$ cat config.mk
export PLATFORM = sky130hd
export DESIGN_NAME = collision_scheduler
export DESIGN_NICKNAME = d
export VERILOG_FILES = /design/src/rtl/collision_pkg.sv /design/src/rtl/next_alive_idx.sv /design/src/rtl/collision_scheduler.sv
export SDC_FILE = /design/constraint.sdc
export NUM_CORES = 1
export LEC_CHECK = 0
export CAP_MARGIN = 25
export CORE_ASPECT_RATIO = 0.75
export CORE_MARGIN = 4
export CORE_UTILIZATION = 40
export CTS_BUF_LIST = sky130_fd_sc_hd__clkbuf_4 sky130_fd_sc_hd__clkbuf_8
export DETAILED_ROUTE_END_ITERATION = 10
export GPL_TIMING_DRIVEN = 0
export PLACE_DENSITY = 0.71
export SLEW_MARGIN = 25
export SYNTH_ARGS = -nofsm -noshare
export SYNTH_HDL_FRONTEND = slang
export SYNTH_SLANG_ARGS = --single-unit
$ cat constraint.sdc
create_clock -name pixel_clk -period 3.2 [get_ports pixel_clk]
set_clock_uncertainty 0.05 [all_clocks]
set_input_delay 0.8 -clock pixel_clk [delete_from_list [all_inputs] [get_ports pixel_clk]]
set_output_delay 0.8 -clock pixel_clk [all_outputs]
set_load 0.02 [all_outputs]
$ cat src/rtl/collision_pkg.sv
// Shared types for the collision scheduler: FSM states, coordinates and boxes.
package collision_pkg;

  localparam int unsigned COORD_W_DEF = 12;

  typedef logic signed [COORD_W_DEF-1:0] coord_t;

  typedef struct packed {
    coord_t left;
    coord_t right;
    coord_t top;
    coord_t bottom;
  } box_t;

  typedef enum logic [1:0] {
    IDLE  = 2'd0,
    SCAN  = 2'd1,
    DRAIN = 2'd2
  } state_t;

endpackage

$ cat src/rtl/next_alive_idx.sv
// Combinational priority finder: lowest set mask bit strictly above base,
// or the lowest set bit overall when first is high.
module next_alive_idx #(
  parameter int unsigned N_ALIENS = 16,
  parameter int unsigned IDX_W    = 4
) (
  input  logic [N_ALIENS-1:0] mask,
  input  logic [IDX_W-1:0]    base,
  input  logic                first,
  output logic [IDX_W-1:0]    idx,
  output logic                found
);

  // Walk from the top down so the lowest qualifying bit wins.
  always_comb begin
    idx   = '0;
    found = 1'b0;
    for (int i = int'(N_ALIENS) - 1; i >= 0; i--) begin
      if (mask[i] && (first || (IDX_W'(i) > base))) begin
        idx   = IDX_W'(i);
        found = 1'b1;
      end
    end
  end

endmodule

$ cat src/rtl/collision_scheduler.sv
// Time-multiplexed bullet-vs-alien overlap scanner, one scan per frame.
// Optional build macro COLLISION_MULTI_HIT_EN: piercing bullet, every
// overlapping alive slot is reported instead of stopping at the first.
// COORD_W must match collision_pkg::COORD_W_DEF (box storage width).
module collision_scheduler
  import collision_pkg::*;
#(
  parameter int unsigned N_ALIENS = 16,
  parameter int unsigned IDX_W    = 4,
  parameter int unsigned COORD_W  = COORD_W_DEF
) (
  input  logic                       pixel_clk,
  input  logic                       rst,
  input  logic                       fsync,
  input  logic                       bullet_active,
  input  logic signed [COORD_W-1:0]  bullet_left,
  input  logic signed [COORD_W-1:0]  bullet_right,
  input  logic signed [COORD_W-1:0]  bullet_top,
  input  logic signed [COORD_W-1:0]  bullet_bottom,
  input  logic [N_ALIENS-1:0]        alien_alive,
  output logic                       alien_rd_en,
  output logic [IDX_W-1:0]           alien_rd_idx,
  input  logic signed [COORD_W-1:0]  alien_lhpos,
  input  logic signed [COORD_W-1:0]  alien_rhpos,
  input  logic signed [COORD_W-1:0]  alien_tvpos,
  input  logic signed [COORD_W-1:0]  alien_bvpos,
  output logic                       hit_valid,
  output logic [IDX_W-1:0]           hit_idx,
  output logic                       busy,
  output logic                       scan_done,
  output logic                       frame_overrun
);

  state_t              state, state_d;
  box_t                box_q;
  logic [N_ALIENS-1:0] mask_q;
  logic                cmp_valid, cmp_valid_d;
  logic [IDX_W-1:0]    cmp_idx;
  logic                latch;

  logic                rd_en_d;
  logic [IDX_W-1:0]    rd_idx_d;
  logic                hit_valid_d;
  logic [IDX_W-1:0]    hit_idx_d;
  logic                scan_done_d;
  logic                overrun_d;
  logic                busy_d;

  logic                find_first;
  logic [N_ALIENS-1:0] find_mask;
  logic [IDX_W-1:0]    find_idx;
  logic                find_found;
  logic                hit_c;

  // In IDLE search the live mask for the first slot; while scanning use the latched copy.
  assign find_first = (state == IDLE);
  assign find_mask  = find_first ? alien_alive : mask_q;

  next_alive_idx #(
    .N_ALIENS (N_ALIENS),
    .IDX_W    (IDX_W)
  ) u_next_alive_idx (
    .mask  (find_mask),
    .base  (alien_rd_idx),
    .first (find_first),
    .idx   (find_idx),
    .found (find_found)
  );

  // Overlap compare on the read data returned for the previous issue; edges count.
  assign hit_c = cmp_valid
              && (coord_t'(box_q.right)  >= coord_t'(alien_lhpos))
              && (coord_t'(box_q.left)   <= coord_t'(alien_rhpos))
              && (coord_t'(box_q.bottom) >= coord_t'(alien_tvpos))
              && (coord_t'(box_q.top)    <= coord_t'(alien_bvpos));

  // Next-state and next-output logic for the issue/compare pipeline.
  always_comb begin
    state_d     = state;
    rd_en_d     = 1'b0;
    rd_idx_d    = alien_rd_idx;
    hit_valid_d = 1'b0;
    hit_idx_d   = hit_idx;
    scan_done_d = 1'b0;
    overrun_d   = 1'b0;
    cmp_valid_d = 1'b0;
    latch       = 1'b0;

    case (state)
      IDLE: begin
        if (fsync) begin
          if (scan_done) begin
            overrun_d = 1'b1;
          end else if (bullet_active && find_found) begin
            latch    = 1'b1;
            state_d  = SCAN;
            rd_en_d  = 1'b1;
            rd_idx_d = find_idx;
          end else begin
            scan_done_d = 1'b1;
          end
        end
      end

      SCAN: begin
        overrun_d   = fsync;
        cmp_valid_d = 1'b1;
        if (find_found) begin
          rd_en_d  = 1'b1;
          rd_idx_d = find_idx;
        end else begin
          state_d = DRAIN;
        end
        if (hit_c) begin
          hit_valid_d = 1'b1;
          hit_idx_d   = cmp_idx;
`ifdef COLLISION_MULTI_HIT_EN
          // Piercing bullet: keep issuing, each overlap gets its own pulse.
`else
          state_d     = IDLE;
          rd_en_d     = 1'b0;
          cmp_valid_d = 1'b0;
          scan_done_d = 1'b1;
`endif
        end
      end

      DRAIN: begin
        overrun_d   = fsync;
        scan_done_d = 1'b1;
        state_d     = IDLE;
        if (hit_c) begin
          hit_valid_d = 1'b1;
          hit_idx_d   = cmp_idx;
        end
      end

      default: state_d = IDLE;
    endcase

    busy_d = (state_d != IDLE);
  end

  // State, latched frame inputs, pipeline and registered outputs.
  always_ff @(posedge pixel_clk or posedge rst) begin
    if (rst) begin
      state         <= IDLE;
      box_q         <= '0;
      mask_q        <= '0;
      cmp_valid     <= 1'b0;
      cmp_idx       <= '0;
      alien_rd_en   <= 1'b0;
      alien_rd_idx  <= '0;
      hit_valid     <= 1'b0;
      hit_idx       <= '0;
      busy          <= 1'b0;
      scan_done     <= 1'b0;
      frame_overrun <= 1'b0;
    end else begin
      state         <= state_d;
      cmp_valid     <= cmp_valid_d;
      cmp_idx       <= alien_rd_idx;
      alien_rd_en   <= rd_en_d;
      alien_rd_idx  <= rd_idx_d;
      hit_valid     <= hit_valid_d;
      hit_idx       <= hit_idx_d;
      busy          <= busy_d;
      scan_done     <= scan_done_d;
      frame_overrun <= overrun_d;
      if (latch) begin
        box_q.left   <= coord_t'(bullet_left);
        box_q.right  <= coord_t'(bullet_right);
        box_q.top    <= coord_t'(bullet_top);
        box_q.bottom <= coord_t'(bullet_bottom);
        mask_q       <= alien_alive;
      end
    end
  end

endmodule

==> results of run 1 <==
==> final cells by class <==
type	instances	area (sq um)	area share (%)
Buffer	16	129	1.84
Tap cell	166	208	2.97
Sequential cell	83	2080	29.7
Inverter	62	238	3.39
Clock buffer	11	145	2.07
Multi-Input combinational cell	307	2840	40.6
Timing Repair Buffer	131	1320	18.9
Clock inverter	3	40.0	0.572
==> registers in the layout, summed over array words and instances (netlist names) <==
signal	flops
mask_q	15
box_q	48
alien_rd_idx	4
busy	1
alien_rd_en	1
hit_idx	4
cmp_valid	1
scan_done	1
cmp_idx	4
hit_valid	1
state	2
frame_overrun	1
==> cells by family (layout without fill, tap and decap cells) <==
kind of cell / count (synthesis) / in the layout / synth area share [%]
AO/OA/AOI/OAI: 95 / 95 / 13.0
multiplexers: 70 / 70 / 18.6
AND/OR/NAND/NOR: 90 / 90 / 9.38
adder cells (fa/ha/maj): 52 / 52 / 12.4
flip-flops: 83 / 83 / 39.7
buffers and inverters: 78 / 223 / 6.82
==> synth_stat cells (6+ instances only) <==
| library cell | n | area (sq um) |
|---|---|---|
| nor2_1 | 21 | 78.8 |
| a211oi_1 | 7 | 52.6 |
| dfrtp_1 | 83 | 2080 |
| nand2_1 | 17 | 63.8 |
| mux2_2 | 19 | 214 |
| ha_1 | 52 | 651 |
| inv_1 | 62 | 233 |
| o211ai_1 | 9 | 67.6 |
| nand4_1 | 6 | 37.5 |
| a21o_1 | 6 | 45.0 |
| mux2_4 | 49 | 736 |
| buf_6 | 6 | 67.6 |
| nand3_1 | 9 | 45.0 |
| nor2b_1 | 7 | 43.8 |
| buf_2 | 6 | 30.0 |
| a21oi_1 | 9 | 45.0 |
| o21ai_0 | 21 | 105 |
==> metrics by stage <==
step | cells | setup TNS (ns) | power [mW] | setup slack [ns] | util, %
2_1_floorplan | 468 | 0 | 3.88 | 0.213 | -
6_report | 779 | 0 | 5.58 | 0.123 | 55.9
3_5_place_dp | 763 | -16.91 | 4.74 | -0.606 | 53.9
4_1_cts | 778 | 0 | 5.55 | 0.00897 | 55.5
3_3_place_gp | 762 | -118.35 | 4.64 | -1.24 | 53.6
5_1_grt | 779 | 0 | 6.04 | 0.00299 | 55.9
==> layer usage <==
metal  vias to the layer above  part of all wire [%]  global-route usage (%)
li1                       1970                     -                       -
met1                      1921                    48                    25.1
met2                       116                    44                    27.3
met3                        12                   7.0                    4.55
met4                         0                  0.90                    3.87
met5                         -                     0                       0
==> power by group <==
group          internal [mW]  leakage (nW)  switching, mW  total, mW
Combinational           1.57          2.14           1.37       2.94
Clock                  0.380        0.0985          0.365      0.745
Sequential              1.57         0.995          0.329       1.89
Total                   3.51          3.23           2.06       5.58
==> worst max-delay path: stages <==
cell and delay (ns):
clkdlybuf4s50_1 0.45, inv_1 0.04, ha_1 0.30, nand4_1 0.16, nor3_2 0.27, a311oi_1 0.12, a2111o_1 0.44, o31ai_4 0.29
inv_1 0.11, a32o_1 0.27
==> worst min-delay path by stage <==
stage | to | slack (ns) | depth (start not counted)
global placement | cmp_idx[0] | 0.36 | 0
finish | cmp_idx[0] | 0.38 | 0
detailed placement | cmp_idx[0] | 0.37 | 0
CTS | cmp_idx[0] | 0.39 | 0
global route | cmp_idx[0] | 0.41 | 0
floorplan | hit_idx[0] | 0.41 | 1
==> repair_timing <==
action	4_1_cts	5_1_grt
buffers inserted	1	1
gates resized for setup	3	13
setup endpoints to repair	5	69
endpoints found under the hold margin	0	0
pin swaps	1	1
==> impl_results.md, run 1 <==
- Worst slew pin tran: 0.524 ns
- Element type at the critical path end: register
- Total CTS buffers: 9
- Die area: 15000 sq um
- Status: complete, no violations
- Hold Buf Count CTS: 0
- Post-synth EDFFs: 0
- Startpoint Class: input port
- Core area: 12500 sq um
- DR pass1 iterations: 4
- Fin. Hold Viols: 0
- Mapped Nets: 636
- RePlAce Congestion: 0.894
- Largest net degree at the start of global routing: 53
- Total GRT Usage: 17.7%
- H-Tree Depth: 3
- Seq cells post-synth: 83
- DR vias: 4019
- Pwr Density: 796 nW/um^2
- Most used DFF post-synth: dfrtp_1
- Area grow syn2layout: 34.0%
- Ys async rst share: 100%
- Clk slew on worst S/H paths: 0.08 ns
- Final Cycle Share: 96.2%
- Root buf cell: clkbuf_8
- Post-DP HPWL: 10100 um
- Clk_lat worst skew: 0.35 ns
- RSZ-0062 raised after global routing: no
- Post-DR wirelength/cell: 16.6 um
- Final Critical Period: 3.08 ns
- Initial antenna violation count: 0
- Ports: 129
- Layout Nets: 778
- Via density: 5.16
- Most frequent cells in the layout: clkdlybuf4s50_1 (128), dfrtp_1 (82), inv_1 (60), ha_1 (52), mux2_4 (49)
- Clock Sinks: 83
- CTS tree: done
- Share of cells above drive strength 1: 18.8%
- Core Rows: 35
- Syn avg cell area: 11.2 sq um
- Initial DRC count: 169
- Sequential fraction of the synthesis area: 39.7%
- Worst path required time: 3.39 ns
- Die W: 140 um
- Setup violations, final: 0
- Max-cap viol count: 0
- Worst setup path end: state[0]
- Die Span Y: 107 um
- Grt total ovfl: 0
- Min Hold Slack: 0.382 ns
- R2r startpoint: state[1]
- Remaining DRCs: 0
- Worst Reg-to-Reg Cells: 11
- LEAKAGE: 3.23 nW
- Clock buffer depth: 2
- Filler cells: 1102
- Hold Crit Class: reg2reg
- Ant. Diodes: 0
- Design area: 7000 sq um
- Mapped Area: 5230 sq um
- Placed cell area: 6750 sq um
- Worst R2R End: box_q[24]
- Commonest non-fill, non-tap cell in the layout: clkdlybuf4s50_1
- Max IR drop VDD: 0.270 mV
- Starting density of the core: 41.7%
- Worst Path Max Fanout: 3
- Max-slew violations: 0
- Kind of critical path: in2reg
- Final wirelength: 12900 um
- Max Freq: 325 MHz
- IO buf count: 128
- CP startpoint: alien_bvpos[6]
- Min-delay src: alien_rd_idx[0]
- YS warnings: 0
- Max transition margin: 64.6%
- First-pass GRT wire length: 21300 um
- Post-Synthesis Cells: 468
- Post-route ant nets: 0
- Netlist cell types: 59
- FF-to-FF setup slack: 0.15 ns
- CP arrival: 3.26 ns
- Number of global-route vias before repair: 4231
Power figures use the tool's default switching activity.
==> inputs of run 2 (changes only) <==
--- a/config.mk
+++ b/config.mk
@@ -11,6 +11,7 @@
 export CORE_UTILIZATION = 40
 export CTS_BUF_LIST = sky130_fd_sc_hd__clkbuf_4 sky130_fd_sc_hd__clkbuf_8
 export DETAILED_ROUTE_END_ITERATION = 10
+export GPL_ROUTABILITY_DRIVEN = 0
 export GPL_TIMING_DRIVEN = 0
 export PLACE_DENSITY = 0.71
 export SLEW_MARGIN = 25
==> run 2 against run 1 <==
Sequential power barely moved. Global-route usage shrank 0.25 points. Hold slack better by 0.0076 ns. Fmax increased by 0.18%. Critical endpoint unchanged. Highest routed layer unchanged.
==> impl_results.md, run 2 (synthesized netlist as in run 1, its figures left out) <==
- Status: complete, no violations
- Initial DRC count: 155 (-8.3%)
- Post-DR wirelength/cell: 16.5 um (-0.71%)
- Ant. Diodes: 0 (unchanged)
- Largest net degree at the start of global routing: 57 (+7.5%)
- R2r startpoint: state[1]
- Hold Crit Class: reg2reg
- CP arrival: 3.27 ns (about the same)
- Max reg flops: 48 (unchanged)
- Clock Sinks: 83 (unchanged)
- Die W: 140 um (unchanged)
- Clock buffer depth: 2 (unchanged)
- CTS tree: done
- Min-delay src: alien_rd_idx[0]
- Top reg by flops: box_q
- Core Util, Final: 56.1% (+0.16 points)
- Non-filler cells, final: 784 (+0.64%)
- H-Tree Depth: 3 (unchanged)
- Layout Nets: 781 (+0.39%)
- Commonest non-fill, non-tap cell in the layout: clkdlybuf4s50_1
- Clk slew on worst S/H paths: 0.10 ns (+0.02 ns)
- Share of cells above drive strength 1: 19.4% (+0.66 points)
- Area grow syn2layout: 34.4%
- Max-slew violations: 0 (unchanged)
- Starting density of the core: 41.7% (unchanged)
- Element type at the critical path end: register
- Max IR drop VDD: 0.299 mV (+11%)
- Final Critical Period: 3.07 ns (-0.00555 ns)
- Final Cycle Share: 96.0% (-0.17 points)
- Core area: 12500 sq um (unchanged)
- Remaining DRCs: 0 (unchanged)
- Clk_lat worst skew: 0.36 ns (about the same)
- Final wirelength: 12900 um (about the same)
- Fin. Hold Viols: 0 (unchanged)
- Post-DP HPWL: 10100 um (about the same)
- Max transition margin: 62.4% (-2.2 points)
- Setup violations, final: 0 (unchanged)
- IO buf count: 128 (unchanged)
- Via density: 5.16 (about the same)
- Worst path required time: 3.40 ns (about the same)
- DR vias: 4043 (+0.60%)
- Max-cap viol count: 0 (unchanged)
- LEAKAGE: 3.22 nW (-0.22%)
- Post-route ant nets: 0 (unchanged)
- Root buf cell: clkbuf_8
- Number of global-route vias before repair: 4290 (+1.4%)
- Most frequent cells in the layout: clkdlybuf4s50_1 (128), dfrtp_1 (82), inv_1 (61), ha_1 (52), mux2_4 (49)
- Max Freq: 326 MHz (+0.18%)
- Kind of critical path: in2reg
- Initial antenna violation count: 0 (unchanged)
- Hold Buf Count CTS: 0 (unchanged)
- Grt total ovfl: 0 (unchanged)
- Core Rows: 35 (unchanged)
- Die Span Y: 107 um (unchanged)
- Die area: 15000 sq um (unchanged)
- Top Registers: box_q (48), mask_q (15)
- Ports: 129 (unchanged)
- Cell Count Post-Placement: 763 (unchanged)
- Startpoint Class: input port
- FF-to-FF setup slack: 0.13 ns (-0.02 ns)
- CP startpoint: alien_bvpos[10]
- Total CTS buffers: 9 (unchanged)
- Worst slew pin tran: 0.556 ns (+0.0326 ns)
- Total GRT Usage: 17.4% (-0.25 points)
- Worst Path Max Fanout: 3 (unchanged)
- DR pass1 iterations: 6 (+2)
- Pwr Density: 793 nW/um^2 (-0.41%)
- First-pass GRT wire length: 21100 um (-1.2%)
-- run 2: cell types whose count changed in the layout (fill, tap and decap cells not counted) --
cell,change
clkinvlp_4,+4
buf_4,+3
inv_6,+2
buf_2,-1
bufinv_16,-1
clkbuf_8,-1
clkinv_2,-1
inv_1,+1
inv_2,-1
mux2i_1,-1
mux2i_2,+1
-- run 2: cell type report --
| class | count | area (sq um) |
|---|---|---|
| Buffer | 16 | 131 |
| Clock buffer | 9 | 124 |
| Clock inverter | 7 | 52.6 |
| Fill cell | 1086 | 5500 |
| Inverter | 62 | 238 |
| Multi-Input combinational cell | 307 | 2850 |
| Sequential cell | 83 | 2080 |
| Tap cell | 166 | 208 |
| Timing Repair Buffer | 134 | 1350 |
-- run 2: where the power goes --
part           leakage, nW  internal [mW]  switching, mW
combinational         2.15           1.59           1.38
clock               0.0783          0.286          0.419
sequential           0.995           1.56          0.327
-- run 2: critical path, cell delays in order --
cell	delay [ns]
clkdlybuf4s50_1	0.47
inv_1	0.05
ha_1	0.31
o31ai_1	0.38
a2111oi_2	0.12
a2111o_1	0.46
o31ai_4	0.29
inv_1	0.12
a32o_1	0.27
-- run 2: final timing paths --
kind	endpoint	cells past startpoint
max	state[0]	9
min	cmp_idx[0]	0
max reg2reg	mask_q[11]	11
min reg2reg	cmp_idx[0]	0
max in group asynchronous	box_q[40]	3
min in group asynchronous	box_q[13]	2
-- run 2: repair_timing --
item                       CTS  global route
gates resized for setup      3            14
cloned                       0             0
setup buffers                2             3
pin swaps                    2             3
setup endpoints to repair   48            69
-- run 2: stage by stage --
| step | hold WS, ns | setup TNS [ns] | power, mW | worst slack, ns | instance area (sq um) |
|---|---|---|---|---|---|
| after global routing | 0.410 | -0.620 | 6.03 | -0.0240 | 7020 |
| final | 0.390 | 0 | 5.57 | 0.128 | 7020 |
| after CTS | 0.392 | 0 | 5.51 | 0.00874 | 6950 |
| after floorplan | 0.406 | 0 | 3.88 | 0.213 | 5230 |
| after global placement | 0.359 | -115.50 | 4.63 | -1.22 | 6720 |
| after detailed placement | 0.365 | -16.18 | 4.75 | -0.642 | 6750 |
-- run 2: metal layers --
metal  wire [um]  track usage (%)
met2        5640             26.4
met5           0                0
met1        6280             24.7
met3         848             4.77
met4         157             4.63
==> inputs of run 3 (changes only) <==
--- a/config.mk
+++ b/config.mk
@@ -5,7 +5,7 @@
 export SDC_FILE = /design/constraint.sdc
 export NUM_CORES = 1
 export LEC_CHECK = 0
-export CAP_MARGIN = 25
+export CAP_MARGIN = 20
 export CORE_ASPECT_RATIO = 0.75
 export CORE_MARGIN = 4
 export CORE_UTILIZATION = 40
==> results of run 3 <==
Final layout, timing and power as in run 2 (identical DEF).
